### src/rtl/lsu_pkg.sv
// Shared LSU decode constants, FSM/size enums and small decode helpers.
package lsu_pkg;

  localparam logic [6:0] OP_LOAD  = 7'b0000011;
  localparam logic [6:0] OP_STORE = 7'b0100011;

  localparam logic [2:0] F3_B  = 3'b000;
  localparam logic [2:0] F3_H  = 3'b001;
  localparam logic [2:0] F3_W  = 3'b010;
  localparam logic [2:0] F3_BU = 3'b100;
  localparam logic [2:0] F3_HU = 3'b101;

  typedef enum logic [1:0] {S_IDLE, S_REQ, S_WAIT, S_DONE} lsu_state_e;
  typedef enum logic [1:0] {SZ_B, SZ_H, SZ_W} lsu_size_e;

  typedef struct packed {
    logic      is_ld;
    logic      is_st;
    lsu_size_e size;
    logic      uns;
  } lsu_dec_t;

  // Anything that is not a recognised load/store comes back with both flags low.
  function automatic lsu_dec_t lsu_decode(input logic [31:0] inst);
    lsu_dec_t d;
    d.is_ld = 1'b0;
    d.is_st = 1'b0;
    d.size  = SZ_W;
    d.uns   = 1'b0;
    case (inst[6:0])
      OP_LOAD: begin
        case (inst[14:12])
          F3_B:  begin d.is_ld = 1'b1; d.size = SZ_B; end
          F3_H:  begin d.is_ld = 1'b1; d.size = SZ_H; end
          F3_W:  begin d.is_ld = 1'b1; d.size = SZ_W; end
          F3_BU: begin d.is_ld = 1'b1; d.size = SZ_B; d.uns = 1'b1; end
          F3_HU: begin d.is_ld = 1'b1; d.size = SZ_H; d.uns = 1'b1; end
          default: ;
        endcase
      end
      OP_STORE: begin
        case (inst[14:12])
          F3_B: begin d.is_st = 1'b1; d.size = SZ_B; end
          F3_H: begin d.is_st = 1'b1; d.size = SZ_H; end
          F3_W: begin d.is_st = 1'b1; d.size = SZ_W; end
          default: ;
        endcase
      end
      default: ;
    endcase
    return d;
  endfunction

  // Byte enables: loads always fetch the full word.
  function automatic logic [3:0] lsu_mask(input lsu_dec_t d, input logic [1:0] lo);
    logic [3:0] m;
    m = 4'b1111;
    if (d.is_st) begin
      case (d.size)
        SZ_B:    m = 4'b0001 << lo;
        SZ_H:    m = 4'b0011 << {lo[1], 1'b0};
        default: m = 4'b1111;
      endcase
    end
    return m;
  endfunction

  function automatic logic lsu_misaligned(input lsu_dec_t d, input logic [1:0] lo);
    logic mis;
    case (d.size)
      SZ_H:    mis = lo[0];
      SZ_W:    mis = (lo != 2'b00);
      default: mis = 1'b0;
    endcase
    return mis;
  endfunction

endpackage

### src/rtl/lsu_load_align.sv
// Picks the addressed byte/halfword lane out of a load word and extends it.
module lsu_load_align
  import lsu_pkg::*;
(
  input  logic [31:0] i_rdata,
  input  logic [1:0]  i_lo,
  input  lsu_size_e   i_size,
  input  logic        i_uns,
  output logic [31:0] o_data
);

  logic [7:0]  w_byte;
  logic [15:0] w_half;

  // Lane select then sign/zero extension by access size.
  always_comb begin
    case (i_lo)
      2'd0:    w_byte = i_rdata[7:0];
      2'd1:    w_byte = i_rdata[15:8];
      2'd2:    w_byte = i_rdata[23:16];
      default: w_byte = i_rdata[31:24];
    endcase
    w_half = i_lo[1] ? i_rdata[31:16] : i_rdata[15:0];
    case (i_size)
      SZ_B:    o_data = i_uns ? {24'b0, w_byte} : {{24{w_byte[7]}}, w_byte};
      SZ_H:    o_data = i_uns ? {16'b0, w_half} : {{16{w_half[15]}}, w_half};
      default: o_data = i_rdata;
    endcase
  end

endmodule

### src/rtl/lsu_mem_stage.sv
// MEM pipeline stage: non-memory ops pass through in one cycle, loads/stores
// run an IDLE->REQ->(WAIT)->DONE handshake with a bus-error timeout.
// Optional: define LSU_MISALIGN_TRAP_EN to turn misaligned halfword/word
// accesses into an immediate error passthrough instead of a bus access.
module lsu_mem_stage
  import lsu_pkg::*;
#(
  parameter int MAX_WAIT = 15
) (
  input  logic        clk,
  input  logic        rst,
  input  logic [31:0] alu_result,
  input  logic [31:0] rd2,
  input  logic [31:0] inst,
  output logic        stall,
  output logic        req_valid,
  input  logic        req_ready,
  output logic        req_we,
  output logic [31:0] req_addr,
  output logic [31:0] req_wdata,
  output logic [3:0]  req_mask,
  input  logic        rsp_valid,
  input  logic [31:0] rsp_rdata,
  output logic [31:0] wb_data,
  output logic [31:0] wb_inst,
  output logic        wb_err
);

  localparam int TW = $clog2(MAX_WAIT + 1);

  lsu_state_e    r_state, w_next;
  logic [TW-1:0] r_tmo;
  logic [31:0]   r_addr, r_wdata, r_ldata;
  logic [3:0]    r_mask;
  logic          r_we, r_uns, r_err;
  logic [1:0]    r_lo;
  lsu_size_e     r_size;

  lsu_dec_t      w_dec;
  logic          w_mem, w_misal, w_tmo_hit;
  logic          w_start, w_cap_ld, w_set_err, w_wb_en, w_wb_err;
  logic [31:0]   w_wb_data, w_ld_data, w_st_data;

  assign w_dec     = lsu_decode(inst);
  assign w_mem     = w_dec.is_ld | w_dec.is_st;
  assign w_tmo_hit = (r_tmo == TW'(MAX_WAIT - 1));

`ifdef LSU_MISALIGN_TRAP_EN
  assign w_misal = w_mem & lsu_misaligned(w_dec, alu_result[1:0]);
`else
  assign w_misal = 1'b0;
`endif

  assign w_st_data = (w_dec.size == SZ_B) ? {4{rd2[7:0]}} :
                     (w_dec.size == SZ_H) ? {2{rd2[15:0]}} : rd2;

  lsu_load_align u_align (
    .i_rdata (rsp_rdata),
    .i_lo    (r_lo),
    .i_size  (r_size),
    .i_uns   (r_uns),
    .o_data  (w_ld_data)
  );

  assign req_addr  = r_addr;
  assign req_wdata = r_wdata;
  assign req_mask  = r_mask;
  assign req_we    = r_we;

  // Next-state and stage outputs; nothing is presented while rst is high.
  always_comb begin
    w_next    = r_state;
    stall     = 1'b0;
    req_valid = 1'b0;
    w_start   = 1'b0;
    w_cap_ld  = 1'b0;
    w_set_err = 1'b0;
    w_wb_en   = 1'b0;
    w_wb_err  = 1'b0;
    w_wb_data = alu_result;
    case (r_state)
      S_IDLE: begin
        if (w_mem && !w_misal) begin
          stall   = 1'b1;
          w_start = 1'b1;
          w_next  = S_REQ;
        end else begin
          w_wb_en  = 1'b1;
          w_wb_err = w_misal;
        end
      end
      S_REQ: begin
        stall     = 1'b1;
        req_valid = 1'b1;
        // rsp_valid is deliberately not looked at here.
        if (req_ready)      w_next = r_we ? S_DONE : S_WAIT;
        else if (w_tmo_hit) begin w_next = S_DONE; w_set_err = 1'b1; end
      end
      S_WAIT: begin
        stall = 1'b1;
        if (rsp_valid)      begin w_next = S_DONE; w_cap_ld  = 1'b1; end
        else if (w_tmo_hit) begin w_next = S_DONE; w_set_err = 1'b1; end
      end
      S_DONE: begin
        // Go straight back to IDLE; the held instruction retires this edge.
        w_wb_en   = 1'b1;
        w_wb_err  = r_err;
        w_wb_data = (!r_we && !r_err) ? r_ldata : alu_result;
        w_next    = S_IDLE;
      end
      default: w_next = S_IDLE;
    endcase
    if (rst) begin
      stall     = 1'b0;
      req_valid = 1'b0;
    end
  end

  // FSM state register.
  always_ff @(posedge clk) begin
    if (rst) r_state <= S_IDLE;
    else     r_state <= w_next;
  end

  // Timeout counter: runs only while an access is outstanding.
  always_ff @(posedge clk) begin
    if (rst)                                      r_tmo <= '0;
    else if (r_state == S_REQ || r_state == S_WAIT) r_tmo <= r_tmo + 1'b1;
    else                                          r_tmo <= '0;
  end

  // Access capture at launch, load data capture and error flag.
  always_ff @(posedge clk) begin
    if (rst) begin
      r_addr  <= '0;
      r_wdata <= '0;
      r_mask  <= '0;
      r_we    <= 1'b0;
      r_lo    <= '0;
      r_size  <= SZ_W;
      r_uns   <= 1'b0;
      r_ldata <= '0;
      r_err   <= 1'b0;
    end else begin
      if (w_start) begin
        r_addr  <= {alu_result[31:2], 2'b00};
        r_wdata <= w_st_data;
        r_mask  <= lsu_mask(w_dec, alu_result[1:0]);
        r_we    <= w_dec.is_st;
        r_lo    <= alu_result[1:0];
        r_size  <= w_dec.size;
        r_uns   <= w_dec.uns;
        r_err   <= 1'b0;
      end
      if (w_cap_ld)  r_ldata <= w_ld_data;
      if (w_set_err) r_err   <= 1'b1;
    end
  end

  // MEM/WB registers.
  always_ff @(posedge clk) begin
    if (rst) begin
      wb_data <= '0;
      wb_inst <= '0;
      wb_err  <= 1'b0;
    end else if (w_wb_en) begin
      wb_data <= w_wb_data;
      wb_inst <= inst;
      wb_err  <= w_wb_err;
    end
  end

endmodule

### config.mk
export PLATFORM = sky130hd
export DESIGN_NAME = lsu_mem_stage
export DESIGN_NICKNAME = d
export VERILOG_FILES = /design/src/rtl/lsu_pkg.sv /design/src/rtl/lsu_load_align.sv /design/src/rtl/lsu_mem_stage.sv
export SDC_FILE = /design/constraint.sdc
export NUM_CORES = 1
export LEC_CHECK = 0
export ABC_CLOCK_PERIOD_IN_PS = 2500
export BUFFER_PORTS_ARGS = -buffer_cell sky130_fd_sc_hd__buf_2
export CAP_MARGIN = 15
export CELL_PAD_IN_SITES_DETAIL_PLACEMENT = 0
export CELL_PAD_IN_SITES_GLOBAL_PLACEMENT = 1
export CORE_MARGIN = 5
export CORE_UTILIZATION = 37
export CTS_CLUSTER_DIAMETER = 120
export DETAILED_ROUTE_END_ITERATION = 10
export HOLD_SLACK_MARGIN = 0.1
export PLACE_DENSITY = 0.92
export SYNTH_ARGS = -nofsm -noshare
export SYNTH_HDL_FRONTEND = slang
export SYNTH_SLANG_ARGS = --single-unit
### constraint.sdc
create_clock -name clk -period 2.5 [get_ports clk]
set_clock_uncertainty 0.15 [all_clocks]
set_input_delay 0.375 -clock clk [delete_from_list [all_inputs] [get_ports clk]]
set_output_delay 0.375 -clock clk [all_outputs]
set_load 0.1 [all_outputs]
==> results of run 1 <==
-- what timing repair did --
action / CTS / global route
setup endpoints to repair: 1 / 4
gates cloned: 0 / 0
resized for setup: 7 / 1
pin swaps: 1 / 2
hold endpoints to repair: 87 / 1
buffers inserted: 1 / 0
hold buffers: 85 / 1
-- path summary, 6_finish.rpt --
kind,from,endpoint,slack [ns],cells past startpoint
min reg2reg,req_addr[29],req_addr[29],0.30,2
max reg2reg,r_state[1],r_size[1],0.44,7
min,rsp_rdata[16],r_ldata[16],0.12,3
max,r_state[1],stall,0.15,7
-- metrics by stage --
step                instance area (µm²)  power, µW
finish                            11290       8069
global route                      11280       8373
CTS                               11260       8132
detailed placement                 9794       5295
global placement                   9794       5269
floorplan                          8192       4838
-- cell type report --
type | count | area (µm²)
multi-input combinational | 637 | 4237
tap | 280 | 350.3
antenna | 5 | 12.51
sequential | 176 | 3526
clock inverter | 15 | 166.4
fill | 2009 | 10470
inverter | 8 | 32.53
clock buffer | 17 | 425.4
timing repair buffer | 385 | 2539
-- synth_stat cells, types with 9 or more instances --
master and n:
a311oi_1 27, nand4b_1 33, a211oi_2 35, clkbuf_1 54, a22oi_1 12, dfxtp_1 176, a211oi_1 28, a21oi_1 90
mux2i_1 49, nand2b_1 40, o21ai_0 37, ha_1 9, nor3_1 9, nor2_1 66, a22o_1 9, nand2_1 121
buf_2 15, mux2_2 9
-- report_power, final --
part | switching (µW) | leakage (µW) | internal, µW | total (µW)
Sequential | 83.9 | 0.00144 | 2960 | 3050
Clock | 1290 | 0.000291 | 1430 | 2720
Combinational | 1750 | 0.00279 | 559 | 2300
Total | 3120 | 0.00452 | 4950 | 8070
-- cells by family after synthesis --
logic type / count (synthesis) / share of synthesized area
XOR/XNOR: 2 / 0.002147
other: 1 / 0.0004595
AO/OA/AOI/OAI: 260 / 0.2317
adder cells (fa/ha/maj): 9 / 0.01380
AND/OR/NAND/NOR: 306 / 0.1915
flip-flops: 176 / 0.4318
buffers and inverters: 96 / 0.05612
multiplexers: 58 / 0.07252
-- worst max-delay path, stage by stage, from the launching register on --
cell       delay [ns]
dfxtp_2          0.37
inv_4            0.09
ha_4             0.15
inv_1            0.09
a2111oi_4        0.28
nor2_4           0.06
nor3_4           0.15
buf_12           0.20
-- routing by layer --
| layer | share of wire | up-vias |
|---|---|---|
| met5 | 0 | - |
| met4 | 0.027 | 0 |
| met3 | 0.055 | 46 |
| met2 | 0.48 | 277 |
| met1 | 0.44 | 3671 |
| li1 | - | 3916 |
-- sequential cells by signal, summed over array words and instances (netlist names), 4 cells and up --
signal,cells
r_ldata,32
req_wdata,32
wb_data,32
wb_inst,32
req_addr,30
r_tmo,4
req_mask,4
==> summary.md, run 1 <==
| Metric | Value |
|---|---|
| Status | finished, final reports clean |
| Prevailing post-synth register cell | dfxtp_1 |
| Residual DRC | 0 |
| Vias in the first global route | 7621 |
| Worst slew margin | 0.5770 |
| Fmax | 0.4255 GHz |
| Leading cell type in the layout, fill and taps excluded | buf_2 |
| Final WL | 26.54 mm |
| Port buffer count | 265 |
| Fin Setup TNS | 0 ns |
| Layout area overhead | 38.33% |
| # setup viols final | 0 |
| Fin worst setup slack | 0.1496 ns |
| Overall routing resource usage | 0.2027 |
| Layout net count | 1366 |
| Placed cell count | 1399 |
| DRT antenna net count | 0 |
| Final worst-path cycle share | 0.9402 |
| Hpwl dp | 18.17 mm |
| Fraction of registers with async set/reset | 0 |
| Die W | 158.5 µm |
| M2 GR Usage | 0.3271 |
| Cell count after synthesis | 908 |
| IO Pins | 268 |
| Worst-Margin Slew | 0.6344 ns |
| Ys Warns | 0 |
| H-tree depth | 4 |
| Die Ht | 158.5 µm |
| Yosys cell types | 51 |
| Worst skew pair latency | 0.43 ns |
| Core Region | 21760 µm² |
| WL/cell | 17.43 µm |
| Mapped Area | 8160 µm² |
| Most area-hungry cell type in the Yosys netlist | dfxtp_1 |
| Share of the synthesized area in the top cell type | 0.4318 |
| Die Area | 25130 µm² |
| TritonCTS clock tree | done |
| Share of layout cells above drive strength 1 | 0.3183 |
| Vias per cell | 5.194 |
| Via count | 7910 |
| DRT iter0 DRCs | 490 |
| M3 GR Usage | 0.04159 |
| RSZ-0062 raised after global routing | no |
| Synthesized flop and latch total | 176 |
| Leak | 0.004517 µW |
| Worst hold path class | input port to register |
| DRT Pass-1 Iters | 5 |
| CP required | 1.98 ns |
| Num CTS Buffers | 17 |
| Largest net degree at the start of global routing | 71 |
| Worst VDD drop | 0.0004103 V |
| EDFF count, synth | 0 |
| Finished Layout Cells | 1523 |
| GRT Max-Usage Layer | met2 |
| Placer Congestion | 0.8677 |
| Synth area leaders | dfxtp_1 43%, mux2i_1 6.0%, nand2_1 5.6% |
| Fin. max-slew vios | 0 |
| Critical path arrival | 1.83 ns |
| GR Overflow Total | 0 |
| # clock sinks | 176 |
| # Max-Cap Violations | 0 |
| Met1 Use GR | 0.2661 |
| Register area share after synthesis | 0.4318 |
| Row cnt | 54 |
| Root Buffer | clkbuf_16 |
| First-pass GRT wire length | 40.50 mm |
| Commonest cells after routing, fill and taps aside | 263 x buf_2, 174 x dfxtp_1, 121 x nand2_1 |
| Mean Syn Cell Area | 8.987 µm² |
| CP startpoint kind | register |
| Initial antenna violation count | 3 |
| Worst hold slack | 0.1203 ns |
| Peak fanout along the critical path | 6 |
| Util after Layout | 0.5189 |
| PwrDens | 714.8 nW/µm² |
| Clock Pin Slew Worst Setup and Hold Paths | 0.07 ns |
| Place WS | 0.09932 ns |
| Period minus WS final | 2.350 ns |
| Worst setup EP type | output port |
| Crit path kind | register to output port |
| Maximum clock insertion buffer count | 2 |
| Final Hold Fails | 0 |
| Initial Util | 0.3751 |
(Power assumes the default switching activity.)
==> run 2, diff against run 1 <==
--- a/config.mk
+++ b/config.mk
@@ -16,6 +16,7 @@
 export DETAILED_ROUTE_END_ITERATION = 10
 export HOLD_SLACK_MARGIN = 0.1
 export PLACE_DENSITY = 0.92
+export SETUP_SLACK_MARGIN = 0.4
 export SYNTH_ARGS = -nofsm -noshare
 export SYNTH_HDL_FRONTEND = slang
 export SYNTH_SLANG_ARGS = --single-unit
==> run 2 against run 1 <==
  * Setup slack gained 0.081 ns
  * Non-clock buffer count rose by 1
  * Routed wire length up 3.3%
  * Global-route usage grew 0.13 points
  * Critical path type is now input port to output port
  * Critical endpoint unchanged
  * Largest cell class unchanged
==> summary.md, run 2 (same netlist as run 1, synthesis figures left out) <==
| Metric | Value |
|---|---|
| DRT iter0 DRCs | 505 |
| TritonCTS clock tree | done |
| Die Ht | 158.5 µm |
| Root Buffer | clkbuf_16 |
| Commonest cells after routing, fill and taps aside | 262 x buf_2, 174 x dfxtp_1, 121 x nand2_1 |
| Final Hold Fails | 0 |
| Leading cell type in the layout, fill and taps excluded | buf_2 |
| Worst setup EP type | output port |
| Largest net degree at the start of global routing | 72 |
| Fmax | 0.4407 GHz |
| Worst-Margin Slew | 0.6396 ns |
| Peak fanout along the critical path | 6 |
| Fin worst setup slack | 0.2311 ns |
| # setup viols final | 0 |
| # clock sinks | 176 |
| Clock Pin Slew Worst Setup and Hold Paths | 0.07 ns |
| Core Region | 21760 µm² |
| Die W | 158.5 µm |
| WL/cell | 17.98 µm |
| Port buffer count | 265 |
| Status | finished, final reports clean |
| Finished Layout Cells | 1524 |
| Place WS | 0.08760 ns |
| Num CTS Buffers | 17 |
| Final WL | 27.41 mm |
| H-tree depth | 4 |
| Util after Layout | 0.5224 |
| Critical path arrival | 1.74 ns |
| Fin Setup TNS | 0 ns |
| Worst hold path class | input port to register |
| Worst slew margin | 0.5736 |
| Fin. max-slew vios | 0 |
| Maximum clock insertion buffer count | 2 |
| Initial Util | 0.3751 |
| Leak | 0.004546 µW |
| Vias per cell | 5.301 |
| DRT antenna net count | 0 |
| PwrDens | 707.0 nW/µm² |
| CP startpoint kind | input port |
| RSZ-0062 raised after global routing | yes |
| Period minus WS final | 2.269 ns |
| IO Pins | 268 |
| GR Overflow Total | 0 |
| Overall routing resource usage | 0.2040 |
| Layout area overhead | 39.27% |
| Layout net count | 1367 |
| Row cnt | 54 |
| Share of layout cells above drive strength 1 | 0.3245 |
| Placed cell count | 1396 |
| First-pass GRT wire length | 41.11 mm |
| Via count | 8079 |
| Residual DRC | 0 |
| Placer Congestion | 0.9232 |
| # Max-Cap Violations | 0 |
| Worst skew pair latency | 0.42 ns |
| Vias in the first global route | 7796 |
| Initial antenna violation count | 4 |
| Final worst-path cycle share | 0.9076 |
| Die Area | 25130 µm² |
| Worst hold slack | 0.1177 ns |
| Hpwl dp | 18.06 mm |
| DRT Pass-1 Iters | 5 |
| CP required | 1.98 ns |
| Worst VDD drop | 0.0003213 V |
| Crit path kind | input port to output port |
[run 2: timing repair]
| action | in CTS | in global routing |
|---|---|---|
| setup buffers | 5 | 1 |
| cloned | 0 | 2 |
| hold buffers | 82 | 1 |
| endpoints found under the hold margin | 83 | 1 |
| pin swaps | 3 | 1 |
| setup endpoints to repair | 76 | 38 |
| gates resized for setup | 14 | 12 |
[run 2: path summary, 6_finish.rpt]
path | start | end | slack, ns | depth (start not counted)
setup / recovery | inst[6] | stall | 0.23 | 6
hold / removal | rsp_rdata[29] | r_ldata[29] | 0.12 | 3
setup reg to reg | r_state[1] | req_wdata[16] | 0.50 | 9
hold reg to reg | req_addr[3] | req_addr[3] | 0.30 | 2
[run 2: through the flow]
stage	instance area (µm²)	power [µW]
CTS	11220	8048
global placement	9759	5275
global route	11360	8353
finish	11360	8035
floorplan	8193	4838
detailed placement	9759	5290
[run 2: final cells by class]
type / count / area (µm²)
fill: 2001 / 10390
multi-input combinational: 637 / 4269
sequential: 176 / 3531
timing repair buffer: 386 / 2595
clock buffer: 19 / 442.9
tap: 280 / 350.3
clock inverter: 13 / 128.9
inverter: 8 / 35.03
antenna: 5 / 12.51
[run 2: report_power, final]
group / switching, µW / internal [µW]
combinational: 1770 / 587
clock: 1210 / 1420
sequential: 84.4 / 2960
[run 2: worst max-delay path, stage by stage]
cell and delay (ns):
buf_2 0.11, or2_0 0.37, a2111oi_4 0.47, nor2_4 0.06
nor3_4 0.16, buf_12 0.20
[run 2: layer usage]
| layer | vias to the layer above | share of wire | track usage |
|---|---|---|---|
| li1 | 3904 | - | - |
| met1 | 3841 | 0.43 | 0.2629 |
| met2 | 288 | 0.48 | 0.3354 |
| met3 | 46 | 0.064 | 0.04702 |
| met4 | 0 | 0.023 | 0.07352 |
| met5 | - | 0 | 0 |
==> run 3, diff against run 2 <==
--- a/config.mk
+++ b/config.mk
@@ -5,17 +5,18 @@
 export SDC_FILE = /design/constraint.sdc
 export NUM_CORES = 1
 export LEC_CHECK = 0
+export ABC_AREA = 1
 export ABC_CLOCK_PERIOD_IN_PS = 2500
 export BUFFER_PORTS_ARGS = -buffer_cell sky130_fd_sc_hd__buf_2
 export CAP_MARGIN = 15
 export CELL_PAD_IN_SITES_DETAIL_PLACEMENT = 0
 export CELL_PAD_IN_SITES_GLOBAL_PLACEMENT = 1
 export CORE_MARGIN = 5
-export CORE_UTILIZATION = 37
+export CORE_UTILIZATION = 36
 export CTS_CLUSTER_DIAMETER = 120
 export DETAILED_ROUTE_END_ITERATION = 10
 export HOLD_SLACK_MARGIN = 0.1
-export PLACE_DENSITY = 0.92
+export PLACE_DENSITY = 0.93
 export SETUP_SLACK_MARGIN = 0.4
 export SYNTH_ARGS = -nofsm -noshare
 export SYNTH_HDL_FRONTEND = slang
==> run 3 against run 2 <==
  * Via count up 5.3%
  * Sequential cell count is the same
  * Total power rose by 80%
  * Fmax up 6.1%
  * Synthesized cell count grew 24%
  * First-iteration DRC count grew 11%
  * Global-route usage fell by 0.62 points
  * Sequential power up 23%
  * Combinational power grew to 3.5 times the previous value
  * Highest routed layer is now met5
==> summary.md, run 3 <==
| Metric | Value |
|---|---|
| Initial Util | 0.3644 |
| Vias per cell | 4.883 |
| Share of the synthesized area in the top cell type | 0.4284 |
| PwrDens | 1282 nW/µm² |
| Met2 WL | 12.80 mm |
| Status | finished, final reports clean |
| Worst R2R Setup Slack | 0.50 ns |
| Post-synth top cells | 177 x nand2_1, 176 x dfxtp_1, 117 x a21oi_1 |
| Synthesized flop and latch total | 176 |
| Prevailing post-synth register cell | dfxtp_1 |
| Port buffer count | 265 |
| Clock Pin Slew Worst Setup and Hold Paths | 0.08 ns |
| GR Overflow Total | 0 |
| Sequential power share | 0.260 |
| DRT Pass-1 Iters | 5 |
| Worst-Margin Slew | 0.5660 ns |
| Row cnt | 55 |
| Share of layout cells above drive strength 1 | 0.3109 |
| Maximum clock insertion buffer count | 2 |
| Root Buffer | clkbuf_16 |
| Clock network power share | 0.180 |
| Mapped Area | 8224 µm² |
| # setup viols final | 0 |
| Commonest cells after routing, fill and taps aside | 262 x buf_2, 175 x nand2_1, 173 x dfxtp_1 |
| Worst VDD drop | 0.001012 V |
| Final WL | 26.90 mm |
| Top routing layer used | met5 |
| Layout area overhead | 37.17% |
| Die Area | 25970 µm² |
| Initial antenna violation count | 13 |
| Vias in the first global route | 8289 |
| # clock sinks | 176 |
| Leak | 0.005265 µW |
| CP startpoint kind | register |
| Reg2reg start | r_state[0] |
| RSZ-0062 raised after global routing | yes |
| Place WS | 0.3172 ns |
| Design Area, Final | 11280 µm² |
| Sw Share | 0.5376 |
| Worst setup EP type | output port |
| EDFF count, synth | 0 |
| Residual DRC | 0 |
| Most frequent cell after synthesis | nand2_1 |
| Ys Warns | 0 |
| WL/cell | 15.43 µm |
| Placed cell area | 9767 µm² |
| Setup crit end | stall |
| Mean Syn Cell Area | 7.304 µm² |
| Post-layout total power | 14470 µW |
| WL met1 | 11.46 mm |
| Fin. max-slew vios | 0 |
| Register area share after synthesis | 0.4284 |
| Fraction of registers with async set/reset | 0 |
| Layout net count | 1582 |
| Fin worst setup slack | 0.3625 ns |
| P_sw | 7778 µW |
| Final Hold Fails | 0 |
| Peak fanout along the critical path | 2 |
| Largest net degree at the start of global routing | 66 |
| R2r worst-path depth | 9 |
| Final worst-path cycle share | 0.8550 |
| Worst hold path class | input port to register |
| Fmax | 0.4678 GHz |
| Yosys cell types | 37 |
| Via count | 8511 |
| IO Pins | 268 |
| DRT iter0 DRCs | 560 |
| Overall routing resource usage | 0.1978 |
| # Max-Cap Violations | 0 |
| Most area-hungry cell type in the Yosys netlist | dfxtp_1 |
| Placer Congestion | 0.8787 |
| Core Region | 22570 µm² |
| Worst slew margin | 0.6217 |
| Met3 wire len | 1.821 mm |
| Synth area leaders | dfxtp_1 43%, nand2_1 8.1%, a21oi_1 7.1% |
| Critical Path Source | r_state[0] |
| Internal | 6689 µW |
| Cell count after synthesis | 1126 |
| TritonCTS clock tree | done |
| CP required | 1.98 ns |
| Logic gate share of total power | 0.561 |
| DRT antenna net count | 0 |
| H-tree depth | 4 |
| Leading cell type in the layout, fill and taps excluded | buf_2 |
| Worst skew pair latency | 0.43 ns |
| Die Ht | 161.1 µm |
| Period minus WS final | 2.138 ns |
| Hpwl dp | 18.44 mm |
| Crit path kind | register to output port |
| First-pass GRT wire length | 42.19 mm |
| Die W | 161.1 µm |
| Critical path arrival | 1.61 ns |
| R2r endpoint | wb_inst[1] |
| Num CTS Buffers | 17 |
==> run 3: changes by cell type in the layout (fill, tap and decap cells not counted), moves of 42 or more <==
cell,change
nor2_1,+49
nand2_2,+42
inv_1,+77
nand2_1,+54
o21ai_0,+80
mux2i_1,-49
nand3_1,+101
==> run 3: cells by family (layout without fill, tap and decap cells) <==
family	Yosys count	count (layout)	share of synthesized area
AO/OA/AOI/OAI	301	301	0.2057
XOR/XNOR	1	1	0.001065
adder cells (fa/ha/maj)	9	9	0.01369
buffers and inverters	171	498	0.09904
flip-flops	176	176	0.4284
other	1	6	0.0004560
AND/OR/NAND/NOR	467	467	0.2516
==> run 3: worst min-delay path by stage <==
stage / endpoint / slack [ns] / cells after the start / startpoint
after floorplan: r_ldata[0] / 0.27 / 2 / r_ldata[0]
after global placement: r_ldata[1] / 0.28 / 2 / r_ldata[1]
after detailed placement: r_ldata[1] / 0.29 / 2 / r_ldata[1]
after CTS: req_wdata[26] / 0.10 / 5 / rd2[26]
after global routing: r_uns / 0.13 / 3 / inst[14]
final: req_wdata[26] / 0.12 / 5 / rd2[26]
==> run 3: repair_timing <==
action	in CTS	in global routing
hold buffers	77	0
pin swaps	2	2
hold endpoints to repair	76	0
resized for setup	11	10
cloned	0	1
endpoints found under the setup margin	2	62
setup buffers	7	3
==> run 3: layout make-up <==
| type | instances | area [µm²] |
|---|---|---|
| multi-input combinational | 780 | 3945 |
| clock buffer | 17 | 425.4 |
| timing repair buffer | 375 | 2497 |
| fill | 2205 | 11290 |
| tap | 285 | 356.6 |
| clock inverter | 15 | 150.1 |
| antenna | 4 | 10.01 |
| sequential | 176 | 3532 |
| inverter | 91 | 364.1 |
==> run 3: stage by stage <==
step                      instances  setup TNS, ns  hold slack [ns]    util
after floorplan                1127       -0.03398           0.2716       -
after global placement         1619              0           0.2803  0.4327
after detailed placement       1619              0           0.2888  0.4327
after CTS                      1735              0           0.1041  0.4957
after global routing           1743              0           0.1299  0.4998
final                          1743              0           0.1211  0.4998
==> run 3: per-layer routing <==
metal  vias to the layer above  global-route usage
met5                         -                   0
met4                        18             0.06902
met3                        61             0.06328
met2                       253              0.3367
met1                      3860              0.2358
li1                       4319                   -
==> run 3: worst max-delay path, cell delays in order, from the launching register on <==
cell and delay [ns]:
dfxtp_4 0.37, inv_4 0.04, ha_4 0.29, inv_8 0.04, a211oi_4 0.24, buf_12 0.21
==> run 3: power groups by stage <==
stage / registers, µW / clock network, µW / logic [µW]
floorplan: 7060 / 0 / 3370
global placement: 3820 / 0 / 7510
detailed placement: 3810 / 0 / 7590
CTS: 3750 / 2680 / 7870
global route: 3820 / 2790 / 8570
finish: 3760 / 2600 / 8110
